==> src/rtl/decode_ctrl_pkg.sv <==
// decode_ctrl_pkg: shared RV32I word type, issue-queue / execution-unit / immediate /
// uop enums, the decoded-uop record and the immediate packing helpers.
package decode_ctrl_pkg;

  typedef logic [31:0] rv32i_word;

  typedef enum logic [1:0] {
    IQ_ALU = 2'd0,
    IQ_MEM = 2'd1,
    IQ_BR  = 2'd2
  } iqt;

  localparam int IQT_COUNT = 3;

  typedef enum logic [1:0] {
    EXU_ALU = 2'd0,
    EXU_LSU = 2'd1,
    EXU_BRU = 2'd2
  } exut;

  typedef enum logic [2:0] {
    IMM_NONE = 3'd0,
    IMM_I    = 3'd1,
    IMM_S    = 3'd2,
    IMM_B    = 3'd3,
    IMM_U    = 3'd4,
    IMM_J    = 3'd5
  } immt;

  typedef enum logic [4:0] {
    UOP_NOP    = 5'd0,
    UOP_ADD    = 5'd1,
    UOP_SUB    = 5'd2,
    UOP_SLL    = 5'd3,
    UOP_SLT    = 5'd4,
    UOP_SLTU   = 5'd5,
    UOP_XOR    = 5'd6,
    UOP_SRL    = 5'd7,
    UOP_SRA    = 5'd8,
    UOP_OR     = 5'd9,
    UOP_AND    = 5'd10,
    UOP_LUI    = 5'd11,
    UOP_AUIPC  = 5'd12,
    UOP_LOAD   = 5'd13,
    UOP_STORE  = 5'd14,
    UOP_BRANCH = 5'd15,
    UOP_JAL    = 5'd16,
    UOP_JALR   = 5'd17
  } uopc;

  localparam logic [6:0] OPC_LOAD   = 7'b0000011;
  localparam logic [6:0] OPC_OP_IMM = 7'b0010011;
  localparam logic [6:0] OPC_AUIPC  = 7'b0010111;
  localparam logic [6:0] OPC_STORE  = 7'b0100011;
  localparam logic [6:0] OPC_OP     = 7'b0110011;
  localparam logic [6:0] OPC_LUI    = 7'b0110111;
  localparam logic [6:0] OPC_BRANCH = 7'b1100011;
  localparam logic [6:0] OPC_JALR   = 7'b1100111;
  localparam logic [6:0] OPC_JAL    = 7'b1101111;

  typedef struct packed {
    uopc         uopcode;
    iqt          iq_type;
    exut         exu_type;
    immt         imm_type;
    logic [19:0] packed_imm;
    logic        has_rd;
    logic        has_rs1;
    logic        has_rs2;
    logic        is_br;
    logic        is_jal;
    logic        is_jalr;
    logic        shadowable;
  } uop_t;

  // B and J immediates drop their always-zero LSB so every format fits in 20 bits.
  function automatic logic [19:0] pack_imm(input rv32i_word instr, input immt kind);
    logic [19:0] p;
    case (kind)
      IMM_I:   p = {{8{instr[31]}}, instr[31:20]};
      IMM_S:   p = {{8{instr[31]}}, instr[31:25], instr[11:7]};
      IMM_B:   p = {{8{instr[31]}}, instr[31], instr[7], instr[30:25], instr[11:8]};
      IMM_U:   p = instr[31:12];
      IMM_J:   p = {instr[31], instr[19:12], instr[20], instr[30:21]};
      default: p = 20'd0;
    endcase
    return p;
  endfunction

  function automatic uopc alu_uop(input logic [2:0] funct3, input logic alt, input logic is_imm);
    uopc u;
    case (funct3)
      3'b000:  u = (alt && !is_imm) ? UOP_SUB : UOP_ADD;
      3'b001:  u = UOP_SLL;
      3'b010:  u = UOP_SLT;
      3'b011:  u = UOP_SLTU;
      3'b100:  u = UOP_XOR;
      3'b101:  u = alt ? UOP_SRA : UOP_SRL;
      3'b110:  u = UOP_OR;
      3'b111:  u = UOP_AND;
      default: u = UOP_NOP;
    endcase
    return u;
  endfunction

endpackage

==> src/rtl/CTRLWord.sv <==
// CTRLWord: carries the raw instruction word into the decoder and the decoded uop back.
interface CTRLWord;
  import decode_ctrl_pkg::*;

  rv32i_word instr;
  uop_t      uop;

  modport dec  (input instr, output uop);
  modport ctrl (output instr, input uop);
endinterface

==> src/rtl/decode_ctrl_decode_unit.sv <==
// decode_unit: purely combinational RV32I decoder producing dispatch uop fields.
module decode_unit
  import decode_ctrl_pkg::*;
(
  CTRLWord.dec cw
);

  uop_t       uop_s;
  logic [6:0] opcode_s;
  logic [2:0] funct3_s;

  assign opcode_s = cw.instr[6:0];
  assign funct3_s = cw.instr[14:12];

  // Format-driven field decode; unknown opcodes fall back to an ALU NOP.
  always_comb begin
    uop_s          = '0;
    uop_s.uopcode  = UOP_NOP;
    uop_s.iq_type  = IQ_ALU;
    uop_s.exu_type = EXU_ALU;
    uop_s.imm_type = IMM_NONE;
    case (opcode_s)
      OPC_OP_IMM: begin
        uop_s.uopcode    = alu_uop(funct3_s, cw.instr[30], 1'b1);
        uop_s.imm_type   = IMM_I;
        uop_s.has_rd     = 1'b1;
        uop_s.has_rs1    = 1'b1;
        uop_s.shadowable = 1'b1;
      end
      OPC_OP: begin
        uop_s.uopcode    = alu_uop(funct3_s, cw.instr[30], 1'b0);
        uop_s.has_rd     = 1'b1;
        uop_s.has_rs1    = 1'b1;
        uop_s.has_rs2    = 1'b1;
        uop_s.shadowable = 1'b1;
      end
      OPC_LUI, OPC_AUIPC: begin
        uop_s.uopcode    = (opcode_s == OPC_LUI) ? UOP_LUI : UOP_AUIPC;
        uop_s.imm_type   = IMM_U;
        uop_s.has_rd     = 1'b1;
        uop_s.shadowable = 1'b1;
      end
      OPC_LOAD: begin
        uop_s.uopcode  = UOP_LOAD;
        uop_s.iq_type  = IQ_MEM;
        uop_s.exu_type = EXU_LSU;
        uop_s.imm_type = IMM_I;
        uop_s.has_rd   = 1'b1;
        uop_s.has_rs1  = 1'b1;
      end
      OPC_STORE: begin
        uop_s.uopcode  = UOP_STORE;
        uop_s.iq_type  = IQ_MEM;
        uop_s.exu_type = EXU_LSU;
        uop_s.imm_type = IMM_S;
        uop_s.has_rs1  = 1'b1;
        uop_s.has_rs2  = 1'b1;
      end
      OPC_BRANCH: begin
        uop_s.uopcode  = UOP_BRANCH;
        uop_s.iq_type  = IQ_BR;
        uop_s.exu_type = EXU_BRU;
        uop_s.imm_type = IMM_B;
        uop_s.has_rs1  = 1'b1;
        uop_s.has_rs2  = 1'b1;
        uop_s.is_br    = 1'b1;
      end
      OPC_JAL: begin
        uop_s.uopcode  = UOP_JAL;
        uop_s.iq_type  = IQ_BR;
        uop_s.exu_type = EXU_BRU;
        uop_s.imm_type = IMM_J;
        uop_s.has_rd   = 1'b1;
        uop_s.is_jal   = 1'b1;
      end
      OPC_JALR: begin
        uop_s.uopcode  = UOP_JALR;
        uop_s.iq_type  = IQ_BR;
        uop_s.exu_type = EXU_BRU;
        uop_s.imm_type = IMM_I;
        uop_s.has_rd   = 1'b1;
        uop_s.has_rs1  = 1'b1;
        uop_s.is_jalr  = 1'b1;
      end
      default: uop_s.uopcode = UOP_NOP;
    endcase
    uop_s.packed_imm = pack_imm(cw.instr, uop_s.imm_type);
  end

  assign cw.uop = uop_s;

endmodule

==> src/rtl/decode_ctrl.sv <==
// decode_ctrl: fetch FIFO feeding a one-entry dispatch staging register via decode_unit.
// Defining DECODE_CTRL_PERF_EN adds the stall_cycles / starve_cycles counters.
module decode_ctrl
  import decode_ctrl_pkg::*;
#(
  parameter int DEPTH  = 4,
  parameter int NUM_IQ = IQT_COUNT
) (
  input  logic              clk,
  input  logic              rst,
  input  logic              flush,
  input  logic              fetch_valid,
  output logic              fetch_ready,
  input  rv32i_word         fetch_instr,
  input  logic [31:0]       fetch_pc,
  input  logic [NUM_IQ-1:0] iq_ready,
  output logic              dis_valid,
  output logic [31:0]       dis_pc,
  output uopc               dis_uopcode,
  output iqt                dis_iq_type,
  output exut               dis_exu_type,
  output immt               dis_imm_type,
  output logic [19:0]       dis_packed_imm,
  output logic              dis_has_rd,
  output logic              dis_has_rs1,
  output logic              dis_has_rs2,
  output logic              dis_is_br,
  output logic              dis_is_jal,
  output logic              dis_is_jalr,
  output logic              dis_shadowable
`ifdef DECODE_CTRL_PERF_EN
  ,
  output logic [31:0]       stall_cycles,
  output logic [31:0]       starve_cycles
`endif
);

  localparam int AW = $clog2(DEPTH);

  typedef enum logic {
    ST_EMPTY = 1'b0,
    ST_FULL  = 1'b1
  } state_t;

  typedef struct packed {
    logic [31:0] pc;
    rv32i_word   instr;
  } fifo_entry_t;

  fifo_entry_t mem_r [DEPTH];
  logic [AW:0] wptr_r, rptr_r;
  logic        empty_s, full_s, enq_s, load_s, fire_s, sel_ready_s;
  state_t      state_r, state_nx_s;
  logic [31:0] pc_r;
  uop_t        uop_r;

  CTRLWord cw ();

  decode_unit u_decode (.cw(cw));

  assign empty_s     = (wptr_r == rptr_r);
  assign full_s      = (wptr_r[AW-1:0] == rptr_r[AW-1:0]) && (wptr_r[AW] != rptr_r[AW]);
  assign fetch_ready = !full_s;
  assign enq_s       = fetch_valid && !full_s && !flush;
  assign dis_valid   = (state_r == ST_FULL);
  assign fire_s      = dis_valid && sel_ready_s;
  assign load_s      = !empty_s && (!dis_valid || fire_s) && !flush;
  assign cw.instr    = mem_r[rptr_r[AW-1:0]].instr;

  // Select the ready bit of the queue the staged uop targets.
  always_comb begin
    sel_ready_s = 1'b0;
    for (int i = 0; i < NUM_IQ; i++) begin
      sel_ready_s = sel_ready_s | (iq_ready[i] & (int'(uop_r.iq_type) == i));
    end
  end

  // Staging FSM next state.
  always_comb begin
    state_nx_s = state_r;
    case (state_r)
      ST_EMPTY: state_nx_s = load_s ? ST_FULL : ST_EMPTY;
      ST_FULL:  state_nx_s = (fire_s && !load_s) ? ST_EMPTY : ST_FULL;
      default:  state_nx_s = ST_EMPTY;
    endcase
  end

  // Staging FSM state register; flush wins over any same-edge load or fire.
  always_ff @(posedge clk or posedge rst) begin
    if (rst) begin
      state_r <= ST_EMPTY;
    end else if (flush) begin
      state_r <= ST_EMPTY;
    end else begin
      state_r <= state_nx_s;
    end
  end

  // FIFO payload storage; contents are qualified by the pointers so no reset is needed.
  always_ff @(posedge clk) begin
    if (enq_s) begin
      mem_r[wptr_r[AW-1:0]] <= '{pc: fetch_pc, instr: fetch_instr};
    end
  end

  // FIFO pointers and the staged uop.
  always_ff @(posedge clk or posedge rst) begin
    if (rst) begin
      wptr_r <= '0;
      rptr_r <= '0;
      pc_r   <= 32'd0;
      uop_r  <= '0;
    end else if (flush) begin
      wptr_r <= '0;
      rptr_r <= '0;
      pc_r   <= 32'd0;
      uop_r  <= '0;
    end else begin
      if (enq_s) begin
        wptr_r <= wptr_r + (AW+1)'(1);
      end
      if (load_s) begin
        rptr_r <= rptr_r + (AW+1)'(1);
        pc_r   <= mem_r[rptr_r[AW-1:0]].pc;
        uop_r  <= cw.uop;
      end
    end
  end

  assign dis_pc         = pc_r;
  assign dis_uopcode    = uop_r.uopcode;
  assign dis_iq_type    = uop_r.iq_type;
  assign dis_exu_type   = uop_r.exu_type;
  assign dis_imm_type   = uop_r.imm_type;
  assign dis_packed_imm = uop_r.packed_imm;
  assign dis_has_rd     = uop_r.has_rd;
  assign dis_has_rs1    = uop_r.has_rs1;
  assign dis_has_rs2    = uop_r.has_rs2;
  assign dis_is_br      = uop_r.is_br;
  assign dis_is_jal     = uop_r.is_jal;
  assign dis_is_jalr    = uop_r.is_jalr;
  assign dis_shadowable = uop_r.shadowable;

`ifdef DECODE_CTRL_PERF_EN
  // Saturating stall/starve counters; flush does not affect them.
  always_ff @(posedge clk or posedge rst) begin
    if (rst) begin
      stall_cycles  <= 32'd0;
      starve_cycles <= 32'd0;
    end else begin
      if (dis_valid && !fire_s && (stall_cycles != 32'hFFFF_FFFF)) begin
        stall_cycles <= stall_cycles + 32'd1;
      end
      if (!dis_valid && empty_s && (starve_cycles != 32'hFFFF_FFFF)) begin
        starve_cycles <= starve_cycles + 32'd1;
      end
    end
  end
`endif

endmodule

==> config.mk <==
export PLATFORM = sky130hd
export DESIGN_NAME = decode_ctrl
export DESIGN_NICKNAME = d
export VERILOG_FILES = /design/src/rtl/decode_ctrl_pkg.sv /design/src/rtl/CTRLWord.sv /design/src/rtl/decode_ctrl_decode_unit.sv /design/src/rtl/decode_ctrl.sv
export SDC_FILE = /design/constraint.sdc
export NUM_CORES = 1
export LEC_CHECK = 0
export ABC_CLOCK_PERIOD_IN_PS = 4240
export CAP_MARGIN = 20
export CORE_ASPECT_RATIO = 1.25
export CORE_MARGIN = 3
export CORE_UTILIZATION = 56
export CTS_CLUSTER_DIAMETER = 100
export DETAILED_ROUTE_END_ITERATION = 8
export PLACE_DENSITY_LB_ADDON = 0.3
export SYNTH_ARGS = -nofsm -noshare
export SYNTH_HDL_FRONTEND = slang
export SYNTH_SLANG_ARGS = --single-unit
==> constraint.sdc <==
create_clock -name clk -period 4.24 [get_ports clk]
set_clock_uncertainty 0.2 [all_clocks]
set_input_delay 0.848 -clock clk [delete_from_list [all_inputs] [get_ports clk]]
set_output_delay 0.848 -clock clk [all_outputs]
set_load 0.02 [all_outputs]
==> metrics list <==
* Worst Hold Slack: 292.0 ps
- Synthesis inferred 332 register bits.
- STA puts the critical path data required time at 3190 ps.
- Top cell type by total area after synthesis: sky130_fd_sc_hd__edfxtp_1
* Largest driver fanout on the critical path: 25
- Of the total synthesized cell area, the portion taken by XOR and XNOR cells is 0.004584.
- Combined area of the multi-input logic cells: 3493 sq um
* Register area share after synthesis: 0.7170
- Layout filler cell count: 1496
- Synthesized instance count: 795
- Clk root buf: sky130_fd_sc_hd__clkbuf_16
- Delay-heaviest family, CP: buffers and inverters
- Number of I/O pins: around 140
- Die height: 178.8 um
* Result of the run: finished, final reports clean
- Of the total power, registers draw 0.423.
- The startpoint identified for the worst register-to-register timing path is rptr_r[0].
- Of the total power, the share spent switching nets is 0.3070.
- Fin crit share: 0.8759
* Power consumption: 9.277 mW
* Most common cell in the netlist: sky130_fd_sc_hd__edfxtp_1
- The later pin in the worst-skew pair is clocked with a latency of 550 ps.
* Critical Path Start: rptr_r[0]
* Slowest Stage Delay on Critical Path: roughly 650 ps
- Power dissipated by switching net loads: 2.848 mW
- Initial antenna violation count: 1
- Of the cells placed in the final design, the portion with a size suffix greater than 1 is 0.1739.
* Clock group share of total power: 0.294
- Critical path class: flop to output port
- From left edge to right edge, the die measures 144.2 um.
- Summed over all failing endpoints, the final setup total negative slack is 0 ps.
- Post-route antenna net violation count: 0
- The floorplan step defined a die boundary enclosing 25780 sq um.
- Wire length on met1: 11240 um
- The startpoint identified for the worst hold timing path is dis_uopcode[1].
* Number of non-filler instances in the completed layout: 1255
* Number of rows in the core area: 62
* CP Capture Type: output port
- STA classifies the critical path startpoint as a flop.
* Synthesized area per cell: 16.82 sq um
* Routed wire length on met2: roughly 15000 um
* Relative contribution of combinational cells to total power: 0.283
* Critical path cell sequence: buf_4 > xnor2_1 > nand3b_1 > clkdlybuf4s50_1
- The final layout contains routed wiring with a total length of 29320 um.
* Top routing layer in use: met4
- Share of synthesized cell area in and, or, nand and nor gates: 0.06848
* Signed area change from the synthesized netlist to the final layout: 20.98%
- The initial utilization of the core area, before any placement, comes to 0.5747.
- The number of different library cells used by synthesis comes to 57.
- Post-synthesis instance area: between 10000 and 15000 sq um
* Count of buffer and inverter cells on the critical path: 2
- Via count: 7745
- After detailed routing, the average wire length per cell comes to 23.36 um.
* DP Cell Count: 1198
- During placement, the flow inserted port buffers numbering 143.
- Worst IR drop on VDD: roughly 0.00041 V
- The path class of the tightest hold or removal check is flop to flop.
- The first routing iteration left 734 violations.
- Number of pins with negative max-slew slack in the final report: 0
- For this run, the number of Yosys warnings is 0.
- Primary flip-flop cell chosen by synthesis mapping: sky130_fd_sc_hd__edfxtp_1
* Net count of the mapped netlist: 871
- Clock tree synthesis found a total of 332 sinks.
- At the end of the flow, the number of nets in the layout was 1018.
- First-pass GRT wire length: 45530 um
* Estimated wirelength of the detail-placed design: 18070 um
- Post-CTS timing repair inserted 0 buffers for setup.
- Prior to clock tree synthesis, the placed netlist has a worst setup slack of between 900 and 1000 ps.
- Timing-limited maximum frequency: 0.2693 GHz
- CTS tree: built
* Main area contributors after synthesis: sky130_fd_sc_hd__edfxtp_1 (57%), sky130_fd_sc_hd__dfrtp_1 (14%), sky130_fd_sc_hd__mux4_2 (11%)
- Proportion of register bits with asynchronous set or reset after synthesis: 0.2289
- STA puts the critical path data arrival time at 2670 ps.
- The first detailed-routing pass took 5 iterations.
* Setup-failing EPs final: 0
- Vias in the first global route: 7926
- The portion of synthesized area spent on multiplexers is 0.1141.
- Commonest cells in the synthesized netlist: sky130_fd_sc_hd__edfxtp_1 (256), sky130_fd_sc_hd__nand2_1 (92), sky130_fd_sc_hd__dfrtp_1 (76)
* Total routing usage reported by global routing: 0.2323
* Synthesized-area fraction occupied by adder cells: 0.004678
- CTS built an H-tree with a depth of 1.
- Synth Area in Compound Gates: 0.06867
- The share of synthesized area in the top cell type comes to 0.5748.
- Clock Pin Slew Worst Setup and Hold Paths: 60 ps
* Pin count of the biggest net entering global routing: 65
* Sum of met3 wire segment lengths after detailed routing: 2209 um
- Transition time at the pin with the least slew margin: approximately 700 ps
- P per Cell Area: 573.4 nW/um^2
- Worst setup slack after layout: 526.2 ps
- Sequential cell area: 9594 sq um
- DRC viols: 0
- Across the run, the number of max-cap violations was 0.
- After synthesis, the largest family of logic cells by area is multiplexers.
- Placeable core region: 23270 sq um
- Internal power component: between 6 and 7 mW
- The congestion estimate from routability-driven global placement came to roughly 0.94.
* RSZ-0062 raised after global routing: no
- The worst pin sits at a relative slew slack of 0.5285.
- Count of flip-flops with a built-in enable after synthesis: 256
- Leak: 5.512 nW
- After clock tree synthesis, the flow added hold-fix buffers numbering 0.
* Min Clock Period, post-route: 3714 ps
- Drt via density: 6.171
- The hold violation count in the final report is 0.
* Number of buffers inserted during clock tree synthesis: 30
* Resized cells post-CTS: 0
- Summed over all layers, the global routing overflow is 0.
* CP max stage cell: sky130_fd_sc_hd__clkdlybuf4s50_1
* CTS Buffer Depth: 3
==> state kept, by name, summed over array words and instances, names as in the netlist <==
name and cells:
mem_r 256, dis_pc 32, dis_packed_imm 20, dis_uopcode 5, dis_imm_type 3, rptr_r 3, wptr_r 3, dis_iq_type 2
dis_has_rd 1, dis_has_rs1 1, dis_has_rs2 1, dis_is_br 1, dis_is_jal 1, dis_is_jalr 1, dis_shadowable 1, dis_valid 1
==> metal layers <==
layer | vias up | GRT usage
met5 | - | 0
met4 | 0 | 0.08631
met3 | 63 | 0.04002
met2 | 367 | 0.3810
met1 | 3906 | 0.3172
li1 | 3409 | -
==> final cells by class <==
| type | instances | share of cell area |
|---|---|---|
| Antenna cell | 1 | 0.0001547 |
| Clock buffer | 45 | 0.05614 |
| Clock inverter | 11 | 0.006651 |
| Inverter | 8 | 0.001933 |
| Multi-Input combinational cell | 403 | 0.2159 |
| Sequential cell | 332 | 0.5930 |
| Tap cell | 288 | 0.02227 |
| Timing Repair Buffer | 167 | 0.1039 |
==> worst paths after layout <==
path                                  end  slack [ps]  depth (start not counted)
setup / recovery              fetch_ready         530                          4
hold / removal             dis_uopcode[1]         290                          2
setup reg to reg              mem_r[1][6]        1010                          7
hold reg to reg            dis_uopcode[1]         290                          2
max in group asynchronous       rptr_r[1]        2720                          3
min in group asynchronous       dis_valid         450                          2
==> per-stage QoR <==
step                cell area (sq um)  utilization
global route                    16180       0.6952
finish                          16180       0.6952
detailed placement              15160       0.6515
CTS                             16180       0.6951
floorplan                       13370            -
global placement                15160       0.6515
==> cells by family (layout without fill, tap and decap cells) <==
group | after synthesis | count (layout)
AOI/OAI and AO/OA | 133 | 133
xor gates and xnor gates | 7 | 7
adders and majority gates | 5 | 5
buffers and inverters | 60 | 231
DFF | 332 | 332
muxes | 73 | 73
other | 0 | 1
and+or+nand+nor | 185 | 185
==> placed cells by master (no fill, tap or decap), types with 7 or more instances in the layout <==
| cell | netlist | routed |
|---|---|---|
| sky130_fd_sc_hd__edfxtp_1 | 256 | 256 |
| sky130_fd_sc_hd__clkdlybuf4s50_1 | 0 | 142 |
| sky130_fd_sc_hd__nand2_1 | 92 | 91 |
| sky130_fd_sc_hd__dfrtp_1 | 76 | 74 |
| sky130_fd_sc_hd__mux4_2 | 63 | 63 |
| sky130_fd_sc_hd__a21oi_1 | 60 | 60 |
| sky130_fd_sc_hd__nor2_1 | 38 | 38 |
| sky130_fd_sc_hd__clkbuf_16 | 0 | 31 |
| sky130_fd_sc_hd__buf_4 | 7 | 18 |
| sky130_fd_sc_hd__nor3_1 | 13 | 13 |
| sky130_fd_sc_hd__a22o_1 | 12 | 12 |
| sky130_fd_sc_hd__a222oi_1 | 9 | 9 |
| sky130_fd_sc_hd__nor2b_1 | 8 | 8 |
| sky130_fd_sc_hd__o21ai_0 | 8 | 8 |
| sky130_fd_sc_hd__clkbuf_8 | 0 | 8 |
| sky130_fd_sc_hd__nand3_1 | 7 | 7 |
==> worst reg2reg max path, delay by kind of cell, from the launching register on <==
| family | cells | cell delay (ps) |
|---|---|---|
| xor+xnor | 1 | 190 |
| buf+inv | 2 | 830 |
| flops | 1 | 550 |
| simple gates | 4 | 1170 |
==> power by group through the flow <==
| stage | registers [mW] | logic (mW) | clock network, mW |
|---|---|---|---|
| after floorplan | 4.10 | 1.62 | 0 |
| after global placement | 3.99 | 2.57 | 0 |
| after detailed placement | 3.99 | 2.61 | 0 |
| after CTS | 3.93 | 2.63 | 2.77 |
| after global routing | 3.96 | 2.82 | 2.90 |
| final | 3.92 | 2.62 | 2.73 |
Note: power is estimated with default switching activity, not from simulation.
